[src/rtl/life_engine.sv]
// life_engine: Conway's Game of Life on a small bounded board.
// The displayed board (disp) is held stable while the next generation is built
// one cell per cycle into a scratch board (work), then copied across in one cycle.
//
// state      | meaning
// -----------+----------------------------------------------------------
// ST_IDLE    | counting frame ticks (when run=1) toward the next generation
// ST_COMPUTE | writing work[idx] = next state of cell idx, one cell per cycle
// ST_COMMIT  | disp <= work, gen_count++, gen_done pulse
module life_engine #(
  parameter int BIT_WIDTH      = 3,
  parameter int BIT_HEIGHT     = 3,
  parameter int FRAMES_PER_GEN = 60,
  parameter logic [(1 << (BIT_WIDTH + BIT_HEIGHT)) - 1:0] SEED = 64'h0000_0000_0000_0008
) (
  input  logic                            clk,
  input  logic                            reset,
  input  logic                            frame_tick,
  input  logic                            run,
  input  logic                            load,
  input  logic [BIT_WIDTH+BIT_HEIGHT-1:0] rd_addr,
  output logic                            rd_data,
  output logic                            busy,
  output logic                            gen_done,
  output logic [15:0]                     gen_count
);

  localparam int AW     = BIT_WIDTH + BIT_HEIGHT;
  localparam int CELLS  = 1 << AW;
  localparam int WIDTH  = 1 << BIT_WIDTH;
  localparam int HEIGHT = 1 << BIT_HEIGHT;
  localparam int FCW    = (FRAMES_PER_GEN > 1) ? $clog2(FRAMES_PER_GEN) : 1;
  localparam logic [FCW-1:0] FRAME_LAST = FCW'(FRAMES_PER_GEN - 1);
  localparam logic [AW-1:0]  IDX_LAST   = AW'(CELLS - 1);

  typedef enum logic [1:0] {
    ST_IDLE,
    ST_COMPUTE,
    ST_COMMIT
  } state_t;

  state_t           r_state;
  state_t           w_state_nxt;
  logic [CELLS-1:0] r_disp;
  logic [CELLS-1:0] r_work;
  logic [AW-1:0]    r_idx;
  logic [FCW-1:0]   r_frame_cnt;
  logic [15:0]      r_gen_count;

  logic                  w_tick_run;
  logic                  w_gen_trig;
  logic [BIT_HEIGHT-1:0] w_row;
  logic [BIT_WIDTH-1:0]  w_col;
  logic [3:0]            w_nbr_cnt;
  logic                  w_alive;
  logic                  w_next_cell;

  assign w_tick_run = frame_tick & run;
  assign w_gen_trig = (r_state == ST_IDLE) & w_tick_run & (r_frame_cnt == FRAME_LAST);

  assign w_row = r_idx[AW-1:BIT_WIDTH];
  assign w_col = r_idx[BIT_WIDTH-1:0];

  // Count live 8-connected neighbours of cell idx; positions off the board are dead.
  always_comb begin
    int            nr;
    int            nc;
    logic [AW-1:0] nb_addr;
    w_nbr_cnt = 4'd0;
    nr        = 0;
    nc        = 0;
    nb_addr   = '0;
    for (int dr = -1; dr <= 1; dr++) begin
      for (int dc = -1; dc <= 1; dc++) begin
        if (!(dr == 0 && dc == 0)) begin
          nr = int'(w_row) + dr;
          nc = int'(w_col) + dc;
          if (nr >= 0 && nr < HEIGHT && nc >= 0 && nc < WIDTH) begin
            nb_addr   = AW'(nr * WIDTH + nc);
            w_nbr_cnt = w_nbr_cnt + {3'b000, r_disp[nb_addr]};
          end
        end
      end
    end
  end

  assign w_alive     = r_disp[r_idx];
  assign w_next_cell = (w_nbr_cnt == 4'd3) | (w_alive & (w_nbr_cnt == 4'd2));

  // State register.
  always_ff @(posedge clk or posedge reset) begin
    if (reset) begin
      r_state <= ST_IDLE;
    end else begin
      r_state <= w_state_nxt;
    end
  end

  // Next-state logic; load overrides everything, including a coincident trigger.
  always_comb begin
    w_state_nxt = r_state;
    if (load) begin
      w_state_nxt = ST_IDLE;
    end else begin
      case (r_state)
        ST_IDLE:    if (w_gen_trig) w_state_nxt = ST_COMPUTE;
        ST_COMPUTE: if (r_idx == IDX_LAST) w_state_nxt = ST_COMMIT;
        ST_COMMIT:  w_state_nxt = ST_IDLE;
        default:    w_state_nxt = ST_IDLE;
      endcase
    end
  end

  // Board, cell index, frame counter and generation counter updates.
  always_ff @(posedge clk or posedge reset) begin
    if (reset) begin
      r_disp      <= SEED;
      r_work      <= '0;
      r_idx       <= '0;
      r_frame_cnt <= '0;
      r_gen_count <= 16'd0;
    end else if (load) begin
      r_disp      <= SEED;
      r_work      <= '0;
      r_idx       <= '0;
      r_frame_cnt <= '0;
      r_gen_count <= 16'd0;
    end else begin
      case (r_state)
        ST_IDLE: begin
          if (w_tick_run) begin
            if (r_frame_cnt == FRAME_LAST) begin
              r_frame_cnt <= '0;
              r_idx       <= '0;
            end else begin
              r_frame_cnt <= r_frame_cnt + 1'b1;
            end
          end
        end
        ST_COMPUTE: begin
          // Reads come only from disp, so writing work in place is safe.
          r_work[r_idx] <= w_next_cell;
          r_idx         <= r_idx + 1'b1;
        end
        ST_COMMIT: begin
          r_disp      <= r_work;
          r_gen_count <= r_gen_count + 16'd1;
        end
        default: begin
          r_idx <= '0;
        end
      endcase
    end
  end

  assign rd_data   = r_disp[rd_addr];
  assign busy      = (r_state != ST_IDLE);
  // A load arriving during COMMIT cancels the commit, so it must also cancel the pulse.
  assign gen_done  = (r_state == ST_COMMIT) & ~load;
  assign gen_count = r_gen_count;

endmodule

[config.mk]
export PLATFORM = sky130hd
export DESIGN_NAME = life_engine
export DESIGN_NICKNAME = d
export VERILOG_FILES = /design/src/rtl/life_engine.sv
export SDC_FILE = /design/constraint.sdc
export NUM_CORES = 1
export LEC_CHECK = 0
export BUFFER_PORTS_ARGS = -buffer_cell sky130_fd_sc_hd__clkbuf_2
export CORE_MARGIN = 1.5
export CORE_UTILIZATION = 25
export DETAILED_ROUTE_END_ITERATION = 16
export PLACE_DENSITY = 0.49
export SLEW_MARGIN = 0
export SYNTH_ARGS = -nofsm -noshare
export SYNTH_HDL_FRONTEND = slang
export SYNTH_SLANG_ARGS = --single-unit
[constraint.sdc]
create_clock -name clk -period 9.8 [get_ports clk]
set_clock_uncertainty 0.1 [all_clocks]
set_input_delay 1.96 -clock clk [delete_from_list [all_inputs] [get_ports clk]]
set_output_delay 1.96 -clock clk [all_outputs]
set_load 0.02 [all_outputs]
Yosys cells after proc, flatten, opt, wreduce, memory -nomap -nowiden
Cells that the tools add are included.

word-level totals
  register bits = 158
  bits in read-only memories = 0
  logic and storage cells = 147
  output and inout port bits = 19
  latch bits = 0
  memory bits (writable) = 0
  input port bits = 11
  memories kept = 0

operators by class
  divide/modulo/power cells = 0
  shifts and indexed selects = 0
  $mul = 0
  equality and inequality tests = 11
  muxes and demuxes = 49
  bitwise gates (word level) = 7
  order comparisons = 23
  reduce and logical (&&, ||, !) cells = 29
  add/sub/neg operators = 22

operators with widths
  kind                                                                    number
  64-bit 2-to-1 mux                                                       4
  6-bit by 7-bit < comparator with 1-bit output (second input constant)   10
  64-bit bitwise mux                                                      1
  1-bit binary-select mux with 6-bit select                               10
  6-bit 2-to-1 mux                                                        7
  16-bit 2-to-1 mux                                                       2
  4-bit by 1-bit adder with 4-bit output                                  7
  4-bit 2-to-1 mux                                                        7
  1-bit logical AND                                                       20
  6-bit by 4-bit adder with 6-bit output                                  3
  6-bit by 5-bit adder with 6-bit output                                  3
  6-bit one-hot mux with 3 select lines                                   1
  16-bit by 1-bit adder with 16-bit output (second input constant)        1
  6-bit by 1-bit adder with 6-bit output (second input constant)          2
  6-bit adder                                                             2
  6-bit equality test (second input constant)                             2
  1-bit 2-to-1 mux                                                        12
  4-bit by 1-bit adder with 5-bit output (second input constant)          2
  5-bit by 1-bit >= comparator with 1-bit output (second input constant)  2
  5-bit < comparator (second input constant)                              2
  2-bit nonzero test                                                      5
  3-bit inequality test (second input constant)                           3
  3-bit by 1-bit adder with 4-bit output (second input constant)          2
  4-bit by 2-bit equality test with 1-bit output (second input constant)  2
  18 further kinds                                                        29

Depth between registers and ports, before layout
  word-level depth = 26
  mapped depth = 38
  depth with buffers taken out = 33

Worst setup path after synthesis
No wires, ideal clock.

  kind = reg2reg
  from = register r_idx[0]
  to = register r_work[0]
  data required time = 9.608 ns
  path slack = 1.659 ns
  arrival = 7.949 ns
  period minus slack after synthesis = 8.141 ns
  library setup time = 0.092 ns
  path buffers = 5
  cell stages (with the launch flop) = 37
  path through = dfrtp_1 -> buf_2 -> buf_2 -> inv_1 -> ha_1 -> ha_1 -> buf_1 -> mux4_2 -> mux2_2 -> mux4_2 -> nor3_1 -> ha_1 -> and2_1 -> ha_1 -> ha_1 -> nand2_1 -> a21oi_1 -> ha_1 -> nand2_1 -> nand2_1 -> ha_1 -> nor2_1 -> a21oi_1 -> ha_1 -> mux2_2 -> ha_1 -> nand2_1 -> nand2_1 -> ha_1 -> nand2b_1 -> mux2i_1 -> xor2_1 -> a31o_2 -> clkbuf_1 -> clkbuf_1 -> nand4_1 -> o31ai_2

between the ends
  word-level cells in the longest chain between the ends = 25
  elaborated cells on any way between the ends = 77
  those cells by class = add/sub (17); order compare (8); eq/ne (2); mux (31); bitwise (2); reduce/logical (17)

RTL lines
  element                                                                                                          RTL line  text
  start, declared                                                                                                  46        logic [AW-1:0] r_idx;
  start signal, assigned                                                                                           143       r_idx <= r_idx + 1'b1;
  4-bit by 1-bit adder with 5-bit output                                                                           77        nc = int'(w_col) + dc;
  6-bit by 5-bit adder with 6-bit output / 5-bit by 1-bit >= comparator with 1-bit output (equally long branches)  79, 78
  1-bit binary-select mux with 6-bit select / 1-bit logical AND (equally long branches)                            80, 78
  1-bit 2-to-1 mux (implied by the code) / 1-bit logical AND (equally long branches)                               80, 78
  1-bit 2-to-1 mux                                                                                                 78        if (nr >= 0 && nr < HEIGHT && nc >= 0 && nc < WIDTH) begin
  4-bit by 1-bit adder with 4-bit output                                                                           80        w_nbr_cnt = w_nbr_cnt + {3'b000, r_disp[nb_addr]};
  4-bit 2-to-1 mux                                                                                                 78
  4-bit by 1-bit adder with 4-bit output                                                                           80
  (+9 left out)                                                                                                    -
  4-bit by 1-bit adder with 4-bit output                                                                           80
  4-bit 2-to-1 mux                                                                                                 78
  4-bit by 2-bit equality test with 1-bit output                                                                   88        assign w_next_cell = (w_nbr_cnt == 4'd3) | (w_alive & (w_nbr_cnt == 4'd2));
  1-bit bitwise AND                                                                                                88
  1-bit bitwise OR                                                                                                 88
  64-bit bitwise mux *                                                                                             142       r_work[r_idx] <= w_next_cell;
  64-bit 2-to-1 mux *                                                                                              129       case (r_state)
  64-bit 2-to-1 mux *                                                                                              122       end else if (load) begin
  end signal, assigned by index                                                                                    142
  end, declared                                                                                                    45        logic [CELLS-1:0] r_work;

Every way passes the cells marked *; elsewhere a longest branch is shown, timed or not. The select of a mux whose other input is x is not followed.
A chain may end at the register's enable or synchronous reset.

Worst setup path in the final report
  from = register r_idx[0]
  to = register r_work[29]

The elaborated chain is that of the path after synthesis.

==> impl_metrics.json <==
{
  "track_usage_pct": 16.4,
  "cts_tree": "done",
  "relSlewSlack_pct": 33.4,
  "gp_congestion": 0.876,
  "netlist_instances": 1237,
  "min_period_over_period_pct": 91.1,
  "top_usage_layer": "met2",
  "ys_warn_count": 0,
  "die_w_um": 218,
  "area_delta_synth_final_pct": 10.6,
  "synth_xor_xnor_area_share_pct": 2.34,
  "grt_antenna_before_repair": 0,
  "synth-compound-area-share_pct": 13.7,
  "cts_buffers": 17,
  "layout_min_cycle_time_ps": 8930,
  "p_leak_nw": 4.78,
  "fmax_ghz": 0.112,
  "htreeDepth": 4,
  "clock_latency_ps": 440,
  "drt_pass1_iterations": 7,
  "powerDensity_mw_per_mm2": 111,
  "start_util_pct": 25.4,
  "ctsHoldBuffers": 0,
  "pin_count": 30,
  "dp_hpwl_um": 24900,
  "grt_max_degree": 86,
  "clk_transition_reported_paths_ps": 70,
  "worstSetupPathType": "register to register",
  "post_cts_resize_count": 0,
  "crit_slowest_cell": "dfrtp_4",
  "async_flop_share_pct": 100,
  "synth_top_family_by_area": "simple AND/OR/NAND/NOR gates",
  "core-area_mm2": 0.0456,
  "wl_um": 38100,
  "rows": 78,
  "cap_violations": 0,
  "required_ps": 10050,
  "slew_violations": 0,
  "synth_cell_types": 64,
  "vias": 9720,
  "min_path_type": "register to register",
  "crit_family": "adder cells",
  "synth_area_leader_cell": "dfrtp_1",
  "drt-initial-drc-count": 960,
  "critPathMaxFanout": 64,
  "grt_pass1_vias": 9680,
  "grt_pass1_wl_um": 60000,
  "netlist_area_mm2": 0.0116,
  "finalHoldWorstSlack_ps": 404,
  "synth-simple-area-share_pct": 24.6,
  "ys_seq_area_share_pct": 34.1,
  "num_antenna_cells": 0,
  "cp_common_cell": "ha_1",
  "setup_viol": 0,
  "ys_ff_latch": 158,
  "power_mw": 1.42,
  "fin_ws_ps": 869,
  "synthesis.nets": 1280,
  "routed_wire_length_per_instance_um": 21.0,
  "grtUsageMet1_pct": 22.8,
  "worst_slew_pin_slew_ps": 994,
  "met2_usage_pct": 25.8,
  "start_kind": "register",
  "place_area_mm2": 0.0122,
  "worstPathArrival_ps": 9180,
  "crit_buf_inv": 2,
  "grt_use_met3_pct": 2.24,
  "grt_overflow": 0,
  "tns_ps": 0,
  "synth_ff_type": "dfrtp_1",
  "synthMuxAreaShare_pct": 16.1,
  "clock-sinks": 158,
  "synth_fa_ha_area_share_pct": 3.65,
  "io_buffer_count": 29,
  "stdcell_area_mm2": 0.0128,
  "synth.avg_cell_area_um2": 9.37,
  "rsz0062_at_grt": "false",
  "synth_edf_count": 0,
  "clock_path_buffers": 2,
  "drc": 0,
  "synth_top_area_share_pct": 33.9,
  "ir_drop_mv": 0.120,
  "ant_nets": 0,
  "synthTopCellsByArea": "dfrtp_1 34%, mux4_2 11%, nand2_1 7.7%",
  "viasPerCell": 5.35,
  "final_layout_size_suffix_gt1_share_pct": 19.7,
  "finalHoldViolations": 0,
  "critPathMaxStageDelay_ps": 720,
  "cts-root-buf": "clkbuf_16",
  "die_area_mm2": 0.0477,
  "nNetsFinal": 1246,
  "setup.worst_path.end_class": "register",
  "die_h_um": 218,
  "outcome": "finished, final reports clean",
  "postCtsSetupBuffers": 0,
  "dp_worst_setup_slack_ps": 876
}
[flip-flops by register name, summed over array words and instances, names as in the netlist]
signal       flops
r_work          64
r_state          2
r_idx            6
gen_count       16
r_disp          64
r_frame_cnt      6
[logic make-up (layout without fill, tap and decap cells)]
kind of cell	Yosys count	count (layout)
simple gates	584	584
compound gates	191	191
flops	158	158
buf+inv	125	104
mux	116	116
fa+ha+maj	32	32
xor+xnor	31	31
[stage by stage]
step	utilization, %	cells
4_1_cts	28.1	1816
3_3_place_gp	26.8	1784
6_report	28.1	1816
5_1_grt	28.1	1816
2_1_floorplan	-	1237
3_5_place_dp	26.8	1784
[synth_stat cells (all sizes together) (3+ instances only)]
master,count
nor3,25
o221ai,4
a211oi,5
nor2,108
nand3b,66
a21oi,77
ha,29
nand3,24
nand2b,15
o31ai,64
inv,14
xnor2,13
and2,4
nand4,72
mux4,55
mux2,11
o21ai,10
buf,41
or2,3
or3b,3
o21a,3
dfrtp,157
mux2i,50
clkbuf,69
o311a,4
a221oi,3
nor4,4
nor2b,6
nand2,238
fa,3
xor2,18
and3,3
or3,5
[power by group]
| group | total (mW) | internal [mW] | leakage [nW] | switching, mW |
|---|---|---|---|---|
| registers | 0.653 | 0.652 | 2.20 | 0.000397 |
| clock network | 0.725 | 0.421 | 0.309 | 0.304 |
| logic | 0.0436 | 0.0110 | 2.27 | 0.0325 |
[worst paths after layout]
| kind | from | end | slack [ps] | depth (start not counted) |
|---|---|---|---|---|
| min in group asynchronous | reset | gen_count[5]$_DFFE_PP0P_ | 1580 | 2 |
| max in group asynchronous | reset | r_disp[60]$_DFFE_PP0P_ | 6450 | 3 |
| worst max-delay path | r_idx[0]$_DFFE_PP0P_ | r_work[29]$_DFFE_PP0P_ | 870 | 32 |
| worst max register to register | r_idx[0]$_DFFE_PP0P_ | r_work[29]$_DFFE_PP0P_ | 870 | 32 |
| worst min-delay path | r_work[3]$_DFFE_PP0P_ | r_disp[3]$_DFFE_PP1P_ | 400 | 2 |
| worst min register to register | r_work[3]$_DFFE_PP0P_ | r_disp[3]$_DFFE_PP1P_ | 400 | 2 |
[worst register-to-register path: cells and delay by family (launching register included)]
family	cells	cell delay, ps
fa+ha+maj	10	3130
simple gates	10	1090
flops	1	720
mux	5	1830
compound gates	4	910
xor+xnor	1	140
buf+inv	2	930
[area by class of cell]
class                           count  area [um^2]
Clock buffer                       19          453
Clock inverter                     13          174
Fill cell                        4837        32800
Inverter                           15         61.3
Multi-Input combinational cell    954         7040
Sequential cell                   158         3960
Tap cell                          600          751
Timing Repair Buffer               57          383
[layer usage]
metal	share of wire, %	vias to the layer above	wire length, um
li1	-	4428	-
met1	46	4968	17600
met5	0	-	0
met3	4.3	47	1640
met4	2.5	0	949
met2	47	277	18000
[placed cells by master, fill, tap and decap left out, types with 4 or more instances in the layout]
master     Yosys  routed
nand2b_1      15      14
mux4_2        55      55
inv_1         13      12
nand3_1       24      24
nand4_1       72      72
nor3_2         0       4
xnor2_1       13      13
mux2i_1       50      50
nor2b_1        6       5
a211oi_1       5       5
or3_1          5       5
dfrtp_1      157     156
ha_1          29      29
o311a_1        4       4
nand2_1      238     238
clkbuf_16      0      17
nor3_1        24      20
o21ai_0       10      10
buf_4          0      27
o31ai_2       60      60
nor2_1       108     108
mux2_2        11      11
a21oi_1       77      77
inv_6          0       5
o31ai_1        4       4
nand3b_1      66      66
clkbuf_2       0      28
xor2_1        18      18
Power figures use the tool's default switching activity.
